--- src/rtl/bimodal_predictor.sv ---
// Bimodal branch predictor: a table of saturating counters with registered lookup and per-cycle training.
// Optional same-cycle forwarding of update/clear into the lookup result: define BIMODAL_PREDICTOR_BYPASS_EN.
module bimodal_predictor #(
  parameter int INDEX_WIDTH   = 6,
  parameter int COUNTER_RANGE = 4,
  parameter int RESET_VALUE   = 1
) (
  input  logic                   clock,
  input  logic                   resetn,
  input  logic                   clear,
  input  logic                   lookup_valid,
  input  logic [INDEX_WIDTH-1:0] lookup_index,
  output logic                   prediction_valid,
  output logic                   prediction_taken,
  output logic                   prediction_strong,
  input  logic                   update_valid,
  input  logic [INDEX_WIDTH-1:0] update_index,
  input  logic                   update_taken
);

  localparam int ENTRIES       = 1 << INDEX_WIDTH;
  localparam int COUNTER_WIDTH = (COUNTER_RANGE <= 2) ? 1 : $clog2(COUNTER_RANGE);

  localparam logic [COUNTER_WIDTH-1:0] MAX_C    = COUNTER_WIDTH'(COUNTER_RANGE - 1);
  localparam logic [COUNTER_WIDTH-1:0] THRESH_C = COUNTER_WIDTH'(COUNTER_RANGE / 2);
  localparam logic [COUNTER_WIDTH-1:0] RESET_C  = COUNTER_WIDTH'(RESET_VALUE);

  logic [COUNTER_WIDTH-1:0] table_q [ENTRIES];

  logic [COUNTER_WIDTH-1:0] upd_cur;
  logic [COUNTER_WIDTH-1:0] upd_new;
  logic [COUNTER_WIDTH-1:0] rd_cnt;

  logic pred_valid_q,  pred_valid_d;
  logic pred_taken_q,  pred_taken_d;
  logic pred_strong_q, pred_strong_d;

  function automatic logic [COUNTER_WIDTH-1:0] sat_next(input logic [COUNTER_WIDTH-1:0] cnt,
                                                       input logic                     up);
    if (up) begin
      return (cnt == MAX_C) ? cnt : cnt + 1'b1;
    end
    return (cnt == '0) ? cnt : cnt - 1'b1;
  endfunction

  always_comb begin
    upd_cur = table_q[update_index];
    upd_new = sat_next(upd_cur, update_taken);
    rd_cnt  = table_q[lookup_index];
`ifdef BIMODAL_PREDICTOR_BYPASS_EN
    // Forward what the table will hold after this edge so the lookup never sees stale state.
    if (clear) begin
      rd_cnt = RESET_C;
    end else if (update_valid && (update_index == lookup_index)) begin
      rd_cnt = upd_new;
    end
`endif
  end

  always_comb begin
    pred_valid_d  = lookup_valid;
    pred_taken_d  = pred_taken_q;
    pred_strong_d = pred_strong_q;
    if (lookup_valid) begin
      pred_taken_d  = (rd_cnt >= THRESH_C);
      pred_strong_d = (rd_cnt == '0) || (rd_cnt == MAX_C);
    end
  end

  // Clear wins over a same-cycle update, which is simply dropped.
  always_ff @(posedge clock or negedge resetn) begin
    if (!resetn) begin
      for (int i = 0; i < ENTRIES; i++) begin
        table_q[i] <= RESET_C;
      end
    end else if (clear) begin
      for (int i = 0; i < ENTRIES; i++) begin
        table_q[i] <= RESET_C;
      end
    end else if (update_valid) begin
      table_q[update_index] <= upd_new;
    end
  end

  always_ff @(posedge clock or negedge resetn) begin
    if (!resetn) begin
      pred_valid_q  <= 1'b0;
      pred_taken_q  <= 1'b0;
      pred_strong_q <= 1'b0;
    end else begin
      pred_valid_q  <= pred_valid_d;
      pred_taken_q  <= pred_taken_d;
      pred_strong_q <= pred_strong_d;
    end
  end

  assign prediction_valid  = pred_valid_q;
  assign prediction_taken  = pred_taken_q;
  assign prediction_strong = pred_strong_q;

endmodule

--- config.mk ---
export PLATFORM = sky130hd
export DESIGN_NAME = bimodal_predictor
export DESIGN_NICKNAME = d
export VERILOG_FILES = /design/src/rtl/bimodal_predictor.sv
export SDC_FILE = /design/constraint.sdc
export NUM_CORES = 1
export LEC_CHECK = 0
export ABC_AREA = 0
export BUFFER_PORTS_ARGS = -buffer_cell sky130_fd_sc_hd__buf_2
export CAP_MARGIN = 20
export CORE_MARGIN = 2
export CORE_UTILIZATION = 25
export DETAILED_ROUTE_END_ITERATION = 8
export PLACE_DENSITY = 0.48
export SLEW_MARGIN = 0
export SYNTH_ARGS = -nofsm -noshare
export SYNTH_HDL_FRONTEND = slang
export SYNTH_SLANG_ARGS = --single-unit
--- constraint.sdc ---
create_clock -name clock -period 4.3 [get_ports clock]
set_input_delay 0.86 -clock clock [delete_from_list [all_inputs] [get_ports clock]]
set_output_delay 0.86 -clock clock [all_outputs]
set_load 0.005 [all_outputs]
==> impl_metrics.env <==
export IMPL_status="finished clean"
export IMPL_critPathSlowestCell="maj3_4"
export IMPL_path_common_cell="buf_4"
export IMPL_synth_xor_area_share_pct=0
export IMPL_worstPathArrival_ns=3.91
export IMPL_wire_per_inst_microns=20.7
export IMPL_crit_path_end_kind="flop"
export IMPL_clock_skew_final_ns=0.0111
export IMPL_first_pass_iters=5
export IMPL_timing_fmax_mhz=280
export IMPL_post_route_util_pct=29.0
export IMPL_syn_inst=790
export IMPL_synth_commonest_cells="nor2_1 (137), nor3_1 (129), a21oi_1 (71)"
export IMPL_hold_violations=0
export IMPL_start_util_pct=25.3
export IMPL_hold_buffers=0
export IMPL_synth_compound_area_share_pct=17.3
export IMPL_cts_resized=0
export IMPL_clockBufferDepth=2
export IMPL_dp_hpwl_microns=17400
export IMPL_netlist_area_sq_mm=0.00825
export IMPL_synth_nets=809
export IMPL_die_h_microns=186
export IMPL_muxShareOfSynthArea_pct=18.6
export IMPL_synth_top_family_by_area="multiplexers"
export IMPL_fp_coreArea_sq_mm=0.0325
export IMPL_fin_crit_sh_pct=83.0
export IMPL_startpoint_type="input pin"
export IMPL_grt_pass1_wl_microns=39800
export IMPL_worst_slack_ns=0.731
export IMPL_critPathKind="in2reg"
export IMPL_syn_avg_cell_area_sq_um=10.4
export IMPL_path_max_fanout=32
export IMPL_r2r_worst_path_cells=8
export IMPL_ys_top_cells_by_area="dfstp_2 (20%), dfrtp_1 (20%), mux4_2 (15%), a211oi_2 (9.1%), nor3_1 (7.8%)"
export IMPL_grt_max_degree=72
export IMPL_crit_chain="buf_2, buf_4, buf_4, mux2i_1, mux4_2, nor2_1, nor3_1, and4_1, maj3_4, buf_12, a211oi_2"
export IMPL_worstMarginPinSlew_ns=1.05
export IMPL_layout_min_cycle_time_ns=3.57
export IMPL_clkTransAtPathRegs_ns=0.06
export IMPL_place_gp_congestion=0.820
export IMPL_hold_path_class="in2async"
export IMPL_drtIter0Drc=520
export IMPL_synth_area_leader_cell="dfstp_2"
export IMPL_grt_setup_unrepaired="false"
export IMPL_drcViolationCount=0
export IMPL_cap_viol_max_count=0
export IMPL_io_pins=21
export IMPL_ys_seq_area_share_pct=40.7
export IMPL_yosysWarnings=0
export IMPL_h_tree_depth=4
export IMPL_grt_overflow_total=0
export IMPL_grt_util_met2_pct=24.2
export IMPL_cp_required_ns=4.64
export IMPL_cpPeakStageDelay_ns=0.50
export IMPL_vias=6459
export IMPL_synth_distinct_cells=51
export IMPL_maxSlewViolCount=0
export IMPL_cts_tree="built"
export IMPL_async_flop_share_pct=100
export IMPL_synth_edff_count=0
export IMPL_power_leakage_nw=3.13
export IMPL_use_met1_pct=21.5
export IMPL_port_buffers=20
export IMPL_antenna_found_initial=1
export IMPL_ys_seq_elements=131
export IMPL_postCtsSetupBuffers=0
export IMPL_insertion_delay_ns=0.43
export IMPL_routed_wl_microns=25700
export IMPL_timing_rr_end="table_q[43]"
export IMPL_synth_top_cell_area_share_pct=20.4
export IMPL_maxSlewHeadroom_pct=30.1
export IMPL_drive_gt1_share_pct=35.6
export IMPL_synthAdderAreaFrac_pct=0.410
export IMPL_grt_usage_pct=15.5
export IMPL_synth_simple_area_share_pct=17.6
export IMPL_tns_ns=0
export IMPL_ys_flop_type="dfrtp_1"
export IMPL_cts_root_buffer="clkbuf_16"
export IMPL_power_density_mw_per_mm2=326
export IMPL_yosysMostFrequentCell="nor2_1"
export IMPL_met3_usage_pct=3.11
export IMPL_ff2ff_setup_slack_ns=1.30
export IMPL_die_area_sq_mm=0.0345
export IMPL_irDropWorstVdd_mv=0.281
export IMPL_cts_sinks=131
export IMPL_row_count=66
export IMPL_setup_viol=0
export IMPL_r2r_start="table_q[33]"
export IMPL_post_place_ws_ns=0.277
export IMPL_syn_to_final_growth_pct=14.4
export IMPL_layout_nets=806
export IMPL_grt_pass1_vias=6367
export IMPL_vias_per_cell=5.20
export IMPL_postRouteAntennaNets=0
export IMPL_die_width_microns=186
export IMPL_cts_buffers=17
export IMPL_gr_max_usage_layer="met2"
[registers in the layout (all words and copies together) (netlist names)]
| register | cells |
|---|---|
| prediction_valid | 1 |
| table_q | 128 |
| prediction_strong | 1 |
| prediction_taken | 1 |
[metrics by stage]
| stage | cell area, sq um | power [mW] | instances | hold slack, ns |
|---|---|---|---|---|
| final | 9440 | 3.08 | 1243 | 0.450 |
| after global placement | 8840 | 1.63 | 1210 | 0.499 |
| after CTS | 9430 | 3.12 | 1242 | 0.479 |
| after floorplan | 8250 | 1.51 | 790 | 0.505 |
| after detailed placement | 8840 | 1.63 | 1210 | 0.499 |
| after global routing | 9430 | 3.19 | 1242 | 0.497 |
[power breakdown]
| part | internal [mW] | total, mW | switching (mW) |
|---|---|---|---|
| Clock | 0.885 | 1.46 | 0.580 |
| Combinational | 0.101 | 0.355 | 0.254 |
| Sequential | 1.25 | 1.26 | 0.00811 |
| Total | 2.23 | 3.08 | 0.842 |
[area by class of cell]
type,count,area (sq um)
Clock buffer,20,457
Tap cell,442,553
Timing Repair Buffer,59,468
Antenna cell,1,2.50
Sequential cell,131,3360
Multi-Input combinational cell,573,4450
Clock inverter,12,131
Fill cell,3422,23100
Inverter,5,18.8
[per-layer routing]
metal  wire, microns  vias up
li1                -     2983
met1           11900     3249
met2           11800      189
met3            1400       38
met4             578        0
met5               0        -
[logic make-up (layout without fill, tap and decap cells)]
| group | Yosys count | after routing |
|---|---|---|
| buffers and inverters | 86 | 96 |
| other | 0 | 1 |
| muxes | 83 | 83 |
| DFF | 131 | 131 |
| and+or+nand+nor | 315 | 315 |
| adders and majority gates | 3 | 3 |
| AOI/OAI and AO/OA | 172 | 172 |
[cells in the final DEF (no fill, tap or decap), drive strengths merged, types with 10 or more instances in the layout]
master  synthesis  layout
nor2          137     137
nor3          129     129
a21oi          71      71
dfrtp          67      67
a211oi         65      65
dfstp          64      64
buf            38      59
mux4           55      55
clkbuf         43      20
mux2i          18      18
nand2          13      13
mux2           10      10
[how the worst max path moves through the flow]
stage,from,to,slack (ns),cells after the start
6_report,update_index[2],table_q[43],0.73,11
5_1_grt,update_index[2],table_q[77],0.59,11
4_1_cts,update_index[2],table_q[93],0.75,11
3_5_place_dp,update_index[2],table_q[77],0.28,11
3_3_place_gp,update_index[2],table_q[79],0.31,11
2_1_floorplan,lookup_index[0],prediction_strong,0.47,9
[worst max-delay path: cells and delay by family]
kind                     cells  cell delay [ns]
multiplexers                 2             0.58
adder cells (fa/ha/maj)      1             0.50
buffers and inverters        4             1.10
AO/OA/AOI/OAI                1             0.23
AND/OR/NAND/NOR              3             0.58
(Power assumes the default switching activity.)
